### config.mk
export PLATFORM = sky130hd
export DESIGN_NAME = ping_ranger_ctrl
export DESIGN_NICKNAME = d
export VERILOG_FILES = /design/src/rtl/ping_ranger_ctrl.sv
export SDC_FILE = /design/constraint.sdc
export NUM_CORES = 1
export LEC_CHECK = 0
export ABC_AREA = 1
export BUFFER_PORTS_ARGS = -buffer_cell sky130_fd_sc_hd__buf_2
export CELL_PAD_IN_SITES_DETAIL_PLACEMENT = 1
export CELL_PAD_IN_SITES_GLOBAL_PLACEMENT = 2
export CORE_ASPECT_RATIO = 2
export CORE_MARGIN = 3
export CORE_UTILIZATION = 33
export CTS_CLUSTER_SIZE = 40
export DETAILED_ROUTE_END_ITERATION = 8
export HOLD_SLACK_MARGIN = 0.15
export PLACE_DENSITY_LB_ADDON = 0.1
export SYNTH_ARGS = -nofsm -noshare
export SYNTH_HDL_FRONTEND = slang
export SYNTH_SLANG_ARGS = --single-unit
### constraint.sdc
create_clock -name clk -period 2.3 [get_ports clk]
set_input_delay 0.23 -clock clk [delete_from_list [all_inputs] [get_ports clk]]
set_output_delay 0.23 -clock clk [all_outputs]
set_load 0.005 [all_outputs]
### src/rtl/ping_ranger_ctrl.sv
// ping_ranger_ctrl
// Measurement sequencer for a trigger/echo ultrasonic ping sensor. It issues
// the trigger pulse, synchronises and edge-detects the echo, runs a 1 us tick,
// drives the external 16-bit echo-width counter (clear + count enable) and
// latches that counter's value as the measured distance in microseconds.
//
// Ports:
//   clk         system clock
//   reset       synchronous, active-high; all state cleared on the next edge
//   start_i     request one measurement (level, sampled in IDLE)
//   auto_i      free-run mode, behaves as a continuous start
//   echo_i      asynchronous sensor echo
//   cntr_q_i    echo-width counter output
//   trig_o      sensor trigger
//   cntr_rst_o  counter synchronous clear
//   cntr_ce_o   counter enable, one-cycle pulses (one per echo-high tick)
//   dist_us_o   last echo width in us, 16'hFFFF on timeout
//   valid_o     one-cycle pulse when dist_us_o updates
//   timeout_o   last measurement timed out; held until the next valid
//   busy_o      low only while idle
module ping_ranger_ctrl #(
    parameter int unsigned TICK_DIV   = 50,
    parameter int unsigned TRIG_US    = 10,
    parameter int unsigned TIMEOUT_US = 30000,
    parameter int unsigned HOLDOFF_US = 60000
) (
    input  logic        clk,
    input  logic        reset,
    input  logic        start_i,
    input  logic        auto_i,
    input  logic        echo_i,
    input  logic [15:0] cntr_q_i,
    output logic        trig_o,
    output logic        cntr_rst_o,
    output logic        cntr_ce_o,
    output logic [15:0] dist_us_o,
    output logic        valid_o,
    output logic        timeout_o,
    output logic        busy_o
);

    typedef enum logic [2:0] {
        S_IDLE,
        S_TRIG,
        S_WAIT_RISE,
        S_MEASURE,
        S_DONE,
        S_HOLDOFF
    } state_t;

    localparam logic [15:0] TICK_LAST    = 16'(TICK_DIV - 1);
    localparam logic [15:0] TRIG_LAST    = 16'(TRIG_US - 1);
    localparam logic [15:0] TIMEOUT_LAST = 16'(TIMEOUT_US - 1);
    localparam logic [15:0] HOLDOFF_LAST = 16'(HOLDOFF_US - 1);

    state_t      state_q, state_d;
    logic [15:0] div_q, div_d;
    logic [15:0] tmr_q, tmr_d;
    logic [15:0] dist_q, dist_d;
    logic        timeout_q, timeout_d;
    logic        echoMeta_q, echoSync_q, echoPrev_q;
    logic        tick, rise, fall, abortTimeout;

    assign tick = (div_q == TICK_LAST);
    assign rise = echoSync_q & ~echoPrev_q;
    assign fall = ~echoSync_q & echoPrev_q;

    // Next-state logic. abortTimeout marks a transition into DONE caused by the
    // tick timer expiring rather than by an echo edge; a fall in the same cycle
    // wins because it is tested first.
    always_comb begin
        state_d      = state_q;
        abortTimeout = 1'b0;
        case (state_q)
            S_IDLE: begin
                if (start_i || auto_i) state_d = S_TRIG;
            end
            S_TRIG: begin
                if (tick && tmr_q == TRIG_LAST) state_d = S_WAIT_RISE;
            end
            S_WAIT_RISE: begin
                if (rise) begin
                    state_d = S_MEASURE;
                end else if (tick && tmr_q == TIMEOUT_LAST) begin
                    state_d      = S_DONE;
                    abortTimeout = 1'b1;
                end
            end
            S_MEASURE: begin
                if (fall) begin
                    state_d = S_DONE;
                end else if (tick && tmr_q == TIMEOUT_LAST) begin
                    state_d      = S_DONE;
                    abortTimeout = 1'b1;
                end
            end
            S_DONE: begin
                state_d = S_HOLDOFF;
            end
            S_HOLDOFF: begin
                if (tick && tmr_q == HOLDOFF_LAST) state_d = S_IDLE;
            end
            default: begin
                state_d = S_IDLE;
            end
        endcase
    end

    // Tick divider, tick timer and result capture. Entry to MEASURE preloads
    // the divider with 1 because the rise-detect cycle already belongs to the
    // echo-high time. The result is loaded on the edge into DONE so that it is
    // on dist_us_o during the valid cycle; the counter is already settled then
    // since no enable is issued in the fall cycle.
    always_comb begin
        div_d     = tick ? 16'd0 : div_q + 16'd1;
        tmr_d     = tick ? tmr_q + 16'd1 : tmr_q;
        dist_d    = dist_q;
        timeout_d = timeout_q;
        if (state_d != state_q) begin
            div_d = (state_d == S_MEASURE) ? 16'd1 : 16'd0;
            tmr_d = 16'd0;
        end
        if (state_d == S_DONE) begin
            dist_d    = abortTimeout ? 16'hFFFF : cntr_q_i;
            timeout_d = abortTimeout;
        end
    end

    always_ff @(posedge clk) begin
        if (reset) begin
            state_q    <= S_IDLE;
            div_q      <= 16'd0;
            tmr_q      <= 16'd0;
            dist_q     <= 16'd0;
            timeout_q  <= 1'b0;
            echoMeta_q <= 1'b0;
            echoSync_q <= 1'b0;
            echoPrev_q <= 1'b0;
        end else begin
            state_q    <= state_d;
            div_q      <= div_d;
            tmr_q      <= tmr_d;
            dist_q     <= dist_d;
            timeout_q  <= timeout_d;
            echoMeta_q <= echo_i;
            echoSync_q <= echoMeta_q;
            echoPrev_q <= echoSync_q;
        end
    end

    // All outputs come from flops only: no input reaches them combinationally.
    assign trig_o     = (state_q == S_TRIG);
    assign cntr_rst_o = (state_q == S_TRIG);
    assign cntr_ce_o  = (state_q == S_MEASURE) && tick && !fall;
    assign valid_o    = (state_q == S_DONE);
    assign busy_o     = (state_q != S_IDLE);
    assign dist_us_o  = dist_q;
    assign timeout_o  = timeout_q;

endmodule

After elaboration in Yosys (flattened, before gate mapping)

Index checks and enable logic that the tools add are counted.

Register bits: 55
Input port bits: 21
Output and inout port bits: 22
Word-level logic and storage cells: 51

Add/subtract/negate cells: 2
Equality and inequality tests: 12
Multiplexer cells: 15
Bitwise operators: 4
Reductions and logical operators: 10

Operators with widths:

| kind                                                  | count |
|---|---|
| 2-to-1 mux 16 bit                                     | 3 |
| adder 16 x 1 -> 16 bit, second input constant         | 2 |
| 2-to-1 mux 3 bit                                      | 6 |
| case mux 3 bit (6 select lines)                       | 1 |
| equality test 16 x 15 -> 1 bit, second input constant | 1 |
| equality test 16 bit, second input constant           | 1 |
| equality test 16 x 4 -> 1 bit, second input constant  | 1 |
| equality test 16 x 6 -> 1 bit, second input constant  | 1 |
| equality test 3 x 2 -> 1 bit, second input constant   | 3 |
| equality test 3 bit, second input constant            | 3 |
| logical AND 1 bit                                     | 5 |
| 2-to-1 mux 1 bit                                      | 4 |
| equality test 3 x 1 -> 1 bit, second input constant   | 1 |
| logical NOT 3 bit                                     | 1 |
| != test 3 bit                                         | 1 |
| nonzero test 3 bit                                    | 1 |
| AND 1 bit                                             | 2 |
| NOT 1 bit                                             | 2 |
| case mux 1 bit (2 select lines)                       | 1 |
| OR reduction 2 bit                                    | 1 |
| logical NOT 1 bit                                     | 1 |
| logical OR 1 bit                                      | 1 |

Logic depth before layout (Yosys ltp)

Gate-level depths: netlist (run 1).

Word-level depth: 8
Mapped depth: 15
Gate-level depth less buffers: 15

Worst setup path before layout (run 1)

Ideal clock, no wire load.

Path type: register to register
Start point: register tmr_q[0]
End point: register div_q[2]
Library setup time: 0.121 ns
Data arrival time: 1.737 ns
Required time: 2.179 ns
Setup slack: 0.442 ns
Cell stages (with the launch flop): 13
Path buffers: 1
Clock period less this slack: 1.858 ns
Cell sequence: dfxtp_1 -> ha_1 -> inv_1 -> nor2_4 -> nand3_2 -> nor2_2 -> nand2_4 -> a21oi_4 -> nand4_1 -> and2_4 -> nand3_4 -> buf_8 -> nor2_4

Longest elaborated chain between the ends: 7
Elaborated cells on any way between the ends: 14
Classes of those cells: eq/ne (4); mux (7); reduce/logical (3)

Ends and longest elaborated chain:

| element                             | line   | RTL |
|---|---|---|
| start: declaration                  | 58     | `logic [15:0] tmr_q, tmr_d;` |
| start signal: assignment            | 142    | `tmr_q <= tmr_d;` |
| equality test 16 x 15 -> 1 bit      | 84, 92 |  |
| logical AND 1 bit                   | 84, 92 |  |
| 2-to-1 mux 3 bit                    | 84, 92 |  |
| 2-to-1 mux 3 bit (on tied branches) | 90, 82 |  |
| case mux 3 bit (6 select lines) (*) | 74     | `case (state_q)` |
| != test 3 bit (*)                   | 119    | `if (state_d != state_q) begin` |
| 2-to-1 mux 16 bit (*)               | 119    |  |
| end signal: assignment              | 141    | `div_q <= div_d;` |
| end: declaration                    | 57     | `logic [15:0] div_q, div_d;` |

Mark *: on every way between the ends. The rest lies on a longest branch, timed or not.
A chain may end at the register's enable or synchronous reset.

Worst setup path after layout (run 1)

Start point: register div_q[0]
End point: register tmr_q[14]

Longest elaborated chain between the ends: 7
Elaborated cells on any way between the ends: 12
Classes of those cells: eq/ne (2); mux (6); reduce/logical (4)

Ends and longest elaborated chain:

| element                             | line   | RTL |
|---|---|---|
| equality test 16 x 6 -> 1 bit (*)   | 64     | `assign tick = (div_q == TICK_LAST);` |
| logical AND 1 bit                   | 84, 92 |  |
| 2-to-1 mux 3 bit                    | 84, 92 |  |
| 2-to-1 mux 3 bit (on tied branches) | 90, 82 |  |
| case mux 3 bit (6 select lines)     | 74     |  |
| != test 3 bit                       | 119    |  |
| OR reduction 2 bit (no source line) | n/a    |  |

Marks and branches as above.

==> metrics, run 1 <==
Ys Warns=0; area of the multi-input gates=~1700 sq um; cell repeated most along the worst path=nor2_4; crit path max fanout=5; Min Clock Period, post-route=roughly 2.1 ns; distinct cell type count of the synthesized netlist=38; Post-DRT Antenna Nets=0; chip height=142 um; synthesis-to-finish area growth=19.6%; gr usage total=between 10% and 20%; Required @ worst endpoint=2.49 ns; Ports=43; first-pass GRT wire length=13800 um; placed cell areas=3420 sq um; ant diodes=0; Compound-Gate Fraction of Synth Area=6.60%; mapped cell area=a little over 3000 sq um; Slew @ Worst Pin=0.503 ns; via density per instance=4.76; status=finished, final reports clean; Design Area, Final=3650 sq um; Tcrit/Tclk final=90.3%; PortBufs=42; # fillers=between 1000 and 1500; share of the synthesized area in the top cell type=36.1%; Register Area=1100 sq um; post-synthesis net count=436; Synth Instances=around 410; post-synthesis sequential element count=55; root buf cell=clkbuf_16; layout cell share with drive strength beyond 1=24.9%; simple-gate area share of the yosys netlist=39.8%; Routability Congestion=0.869; GRT Residual Overflow=0; H-tree depth=2; Worst Path Buf+Inv=0; Worst-path clk slew=0.08 ns; Post-synth EDFFs=0; fmax=slightly below 500 MHz; drt drc=0; DRT Pass-1 Iters=4; Synth area leaders=dfxtp_1 (36%), nor2_1 (10%), nor2_4 (8.5%); main combinational cell family by area after synthesis=simple AND/OR/NAND/NOR gates; Main synth FF type=dfxtp_1; dpl hpwl=6920 um; CP top delay family=simple AND/OR/NAND/NOR gates; Lkg Pwr=0.00161 uW; initial antenna violation count=0; routed wire length=8570 um; Chip Width=between 70 and 80 um; pin count of the biggest net entering global routing=21; Power Dens Cells=557 nW/um^2; Core Area=9010 sq um; worst-skew pair later-pin latency=0.30 ns; Crit Path Class=register to register; register area share after synthesis=36.1%; WL/cell=approximately 15 um; Synth Area in Adders=1.64%; Critical Path AT=2.27 ns; startpoint types=register; post-layout util=40.5%; Crit. End Element=register; via count=between 2000 and 3000; vias in the first global route=about 2800; post-synthesis mux area share=0%; XOR/XNOR Fraction of Synth Area=between 6 and 7%; TritonCTS Buffers=5; final setup violation count=0; Crit-path slowest cell=dfxtp_1; Nets=489; Max Buffers Root-to-Sink=2; normalized max-slew margin=66.2%; CTS tree=done; Clock Skew=0.00910 ns; peak per-stage delay on the critical path=0.39 ns; die area=between 10000 and 15000 sq um; Hold/Removal Path Class=input pin to register; worst path cell trace=ha_1 > nand3_1 > nor2_1 > nand2_2 > nor2_4 > nand3_1 > nor2_4 > nand4_1 > xor2_1 > nor2_4; Clock Sinks=55; Post-synth ARST share=0%; RSZ-0062 raised after global routing=false; final hold violation count=0; Final Max Tran Viols=0; Max VDD drop=347 uV; site row count=49; initial core utilization=33.8%; max_cap viols=0; area leader, netlist=dfxtp_1; initial drt markers=83; Avg Synthesized Cell Area=about 7.4 sq um
cells in the final DEF (no fill, tap or decap), types with 5 or more instances in the layout:
cell type,Yosys,final
nor2_1,85,84
nand2_1,58,57
dfxtp_1,55,55
inv_1,51,51
buf_2,3,42
nor2_4,23,25
nand3_1,24,24
o21ai_0,20,20
xor2_1,17,17
buf_4,1,9
inv_2,8,8
nor3_1,8,8
nand4_1,6,6
xnor2_1,5,5
clkbuf_16,0,5
cell usage after synthesis (3+ instances only):
library cell and number:
nor2_2 5, buf_2 3, xor2_1 17, o21ai_0 20, nand3_1 24, a21oi_1 3, nand2_1 58, ha_1 4
nor2_4 23, nand4_1 6, nor4_1 3, nand3_2 3, dfxtp_1 55, o21ai_1 5, nor3_1 8, inv_2 8
xnor2_1 5, inv_1 51, nor2_1 85
cells by family (layout without fill, tap and decap cells):
logic type	after synthesis	after routing
AO/OA/AOI/OAI	35	35
flip-flops	55	55
adder cells (fa/ha/maj)	4	4
XOR/XNOR	22	22
AND/OR/NAND/NOR	227	227
buffers and inverters	68	122
path summary, 6_finish.rpt:
path                from            to  slack, ns  depth (start not counted)
max reg2reg     div_q[0]     tmr_q[14]       0.22                         10
min          cntr_q_i[0]  dist_us_o[0]       0.15                          3
max             div_q[0]     tmr_q[14]       0.22                         10
min reg2reg   echoMeta_q    echoSync_q       0.41                          2
metrics by stage:
step | cells | total power (uW) | setup WS, ns | hold WS, ns | setup TNS (ns)
after floorplan | 411 | 1100 | 0.442 | 0.299 | 0
after global placement | 556 | 1140 | 0.000358 | 0.393 | 0
after detailed placement | 556 | 1140 | -0.0285 | 0.398 | -0.0514
after CTS | 565 | 2060 | 0.0113 | 0.151 | 0
after global routing | 567 | 2120 | 0.0227 | 0.159 | 0
final | 567 | 2030 | 0.223 | 0.153 | 0
worst min-delay path, cell delays in order:
cell    delay (ns)
buf_2         0.07
nor2_1        0.03
nor2_1        0.08
routing by layer:
layer	up-vias	track usage, %	part of all wire [%]
met1	1271	15.5	33
met2	37	35.6	62
met4	0	7.45	3.2
met5	-	0	0
met3	15	2.05	1.9
li1	1376	-	-
state kept, by name, summed over array words and instances (netlist names):
name and cells:
state_q 3, timeout_o 1, dist_us_o 16, tmr_q 16, echoSync_q 1, echoPrev_q 1
div_q 16, echoMeta_q 1
where the power goes:
part	switching, uW	internal, uW
registers	8.13	959
clock network	361	543
logic	98.5	65.4
final cells by class:
type,count,share of cell area (%)
multi-input combinational,288,46.0
sequential,55,30.2
tap,102,3.50
clock buffer,6,3.81
timing repair buffer,55,9.53
clock inverter,2,0.960
inverter,59,6.07
timing repair:
item | 4_1_cts | 5_1_grt
hold endpoints to repair | 1 | 0
hold buffers | 1 | 0
endpoints found under the setup margin | 3 | 31
gates resized for setup | 1 | 4
buffers inserted | 0 | 2
No activity file was read; power rests on OpenSTA's default activity.
==> run 2, diff against run 1 <==
--- a/config.mk
+++ b/config.mk
@@ -7,11 +7,9 @@
 export LEC_CHECK = 0
 export ABC_AREA = 1
 export BUFFER_PORTS_ARGS = -buffer_cell sky130_fd_sc_hd__buf_2
-export CELL_PAD_IN_SITES_DETAIL_PLACEMENT = 1
-export CELL_PAD_IN_SITES_GLOBAL_PLACEMENT = 2
 export CORE_ASPECT_RATIO = 2
 export CORE_MARGIN = 3
-export CORE_UTILIZATION = 33
+export CORE_UTILIZATION = 57
 export CTS_CLUSTER_SIZE = 40
 export DETAILED_ROUTE_END_ITERATION = 8
 export HOLD_SLACK_MARGIN = 0.15
==> run 2 against run 1 <==
Effect of this change: sequential share of layout area fell by 0.52 points; combinational power rose by 18%; sequential cell count did not move; first-iteration DRC count rose by 95%; non-clock buffer count rose by 21; fmax fell by 2.1%; hold slack got worse by 0.0095 ns; setup slack got worse by 0.044 ns; count of clock-buffer cells in the layout did not move; power fell by 13%; critical path type unchanged; critical endpoint is now div_q[12]; largest power group unchanged.
==> metrics, run 2 (same netlist as run 1, synthesis figures left out) <==
Critical Path AT=2.35 ns (was 2.27 ns); # fillers=453 (was 1155); Nets=510 (was 489); max_cap viols=0 (unchanged); final hold violation count=0 (unchanged); crit path max fanout=8 (was 5); Core Area=5140 sq um (was 9010 sq um); H-tree depth=2 (unchanged); Max VDD drop=600 uV (was 347 uV); worst-skew pair later-pin latency=0.33 ns (was 0.30 ns); site row count=37 (was 49); Worst R2R Setup Slack=0.18 ns (was 0.22 ns); Post-DRT Antenna Nets=0 (unchanged); chip height=109 um (was 142 um); dpl hpwl=5770 um (was 6920 um); routed wire length=8010 um (was 8570 um); Max Buffers Root-to-Sink=2 (unchanged); sequential share of power=54.9% (was 47.5%); commonest non-fill, non-tap cell in the layout=nor2_1 (unchanged); via count=2837 (was 2699); Power Dens Cells=474 nW/um^2 (was 557 nW/um^2); reg2reg path depth=10 (unchanged); synthesis-to-finish area growth=21.7% (was 19.6%); Fin Setup TNS=0 ns (unchanged); die area=6320 sq um (was 10500 sq um); WL/cell=14.7 um (was 15.1 um); startpoint types=register (unchanged); NetSw=454 uW (was 468 uW); TritonCTS Buffers=5 (unchanged); initial drt markers=162 (was 83); Ports=43 (unchanged); Crit. End Element=register (unchanged); initial antenna violation count=0 (unchanged); FF-to-FF Start=div_q[0] (unchanged); post-layout util=72.3% (was 40.5%); first-pass GRT wire length=12800 um (was 13800 um); pin count of the biggest net entering global routing=21 (unchanged); Comb pwr share=11.0% (was 8.1%); Slew @ Worst Pin=0.618 ns (was 0.503 ns); ant diodes=0 (unchanged); Min Clock Period, post-route=2.12 ns (was 2.08 ns); Hold/Removal Path Class=input pin to register (unchanged); hold path cells=3 (unchanged); initial core utilization=59.4% (was 33.8%); layout cell share with drive strength beyond 1=25.5% (was 24.9%); WHS=0.143 ns (was 0.153 ns); via density per instance=5.22 (was 4.76); Sw Ratio=25.8% (was 23.0%); Required @ worst endpoint=2.53 ns (was 2.49 ns); GRT Residual Overflow=0 (unchanged); Lkg Pwr=0.00166 uW (was 0.00161 uW); Routability Congestion=0.944 (was 0.869); drt drc=0 (unchanged); power share of the clock group=34.1% (was 44.4%); gr usage total=26.5% (was 17.3%); DRT Pass-1 Iters=4 (unchanged); Clock Sinks=55 (unchanged); Design Area, Final=3710 sq um (was 3650 sq um); placed cell areas=3330 sq um (was 3420 sq um); hold path start=cntr_q_i[1] (was cntr_q_i[0]); fmax=472 MHz (was 482 MHz); CTS tree=done (unchanged); normalized max-slew margin=58.7% (was 66.2%); Worst-path clk slew=0.11 ns (was 0.08 ns); Tcrit/Tclk final=92.2% (was 90.3%); Final Max Tran Viols=0 (unchanged); Chip Width=57.7 um (was 74.0 um); RR Endpoint=div_q[12] (was tmr_q[14]); root buf cell=clkbuf_8 (was clkbuf_16); most frequent cells in the layout=nor2_1 (84), nand2_1 (57), dfxtp_1 (55) (unchanged); PortBufs=42 (unchanged); final setup violation count=0 (unchanged); Crit Path Class=register to register (unchanged); Int Pwr=1310 uW (was 1570 uW); Worst Hold End=dist_us_o[1] (was dist_us_o[0]); vias in the first global route=2845 (was 2838); Tot Pwr=1760 uW (was 2030 uW); Clock Skew=0.0130 ns (was 0.00910 ns); status=finished, final reports clean (unchanged)
## run 2: cell count changes in the layout (fill, tap and decap cells not counted), sizes merged
cell         previous run  this run
bufinv                  1         0
dlygate4sd3             1        16
inv                    59        60
buf                    54        60
## run 2: what timing repair did
action,CTS,global route
endpoints found under the hold margin,17,0
hold buffers,16,0
buffers inserted,0,9
endpoints found under the setup margin,0,44
resized for setup,0,6
## run 2: cell type report
| cell class | instances | area (sq um) | area share [%] |
|---|---|---|---|
| Multi-Input combinational cell | 288 | 1690 | 45.4 |
| Sequential cell | 55 | 1100 | 29.6 |
| Timing Repair Buffer | 76 | 531 | 14.3 |
| Inverter | 59 | 221 | 5.96 |
| Clock buffer | 6 | 82.6 | 2.22 |
| Tap cell | 58 | 72.6 | 1.95 |
| Clock inverter | 2 | 20.0 | 0.539 |
## run 2: worst max-delay path by stage
stage	startpoint	end	slack [ns]	cells past startpoint
after floorplan	tmr_q[0]	div_q[2]	0.44	12
after global placement	div_q[0]	tmr_q[14]	0.14	10
after detailed placement	div_q[0]	div_q[7]	0.05	10
after CTS	div_q[0]	div_q[7]	0.01	10
after global routing	div_q[0]	div_q[14]	-0.003	11
final	div_q[0]	div_q[12]	0.18	10
## run 2: power by group through the flow
| stage | Clock, uW | Sequential [uW] | Combinational (uW) |
|---|---|---|---|
| floorplan | 0 | 985 | 116 |
| global placement | 0 | 989 | 136 |
| detailed placement | 0 | 989 | 137 |
| CTS | 610 | 967 | 158 |
| global route | 646 | 968 | 211 |
| finish | 601 | 967 | 194 |
## run 2: per-stage QoR
| stage | instances | setup slack (ns) |
|---|---|---|
| after floorplan | 411 | 0.442 |
| after global placement | 511 | 0.140 |
| after detailed placement | 511 | 0.0522 |
| after CTS | 535 | 0.00996 |
| after global routing | 544 | -0.00270 |
| final | 544 | 0.180 |
## run 2: layer usage
layer	share of wire (%)	GRT usage, %
met1	32	23.0
met2	59	52.6
met3	3.3	5.17
met4	5.3	15.9
met5	0	0
## run 2: critical path: stages, from the launching register on
cell and delay (ns):
dfxtp_1 0.40, ha_1 0.21, nand3_1 0.13, nor2_1 0.12, nand2_1 0.19, o21ai_2 0.26
nand4_1 0.15, and2_4 0.21, nand3_4 0.12, buf_4 0.19, nor2_4 0.03
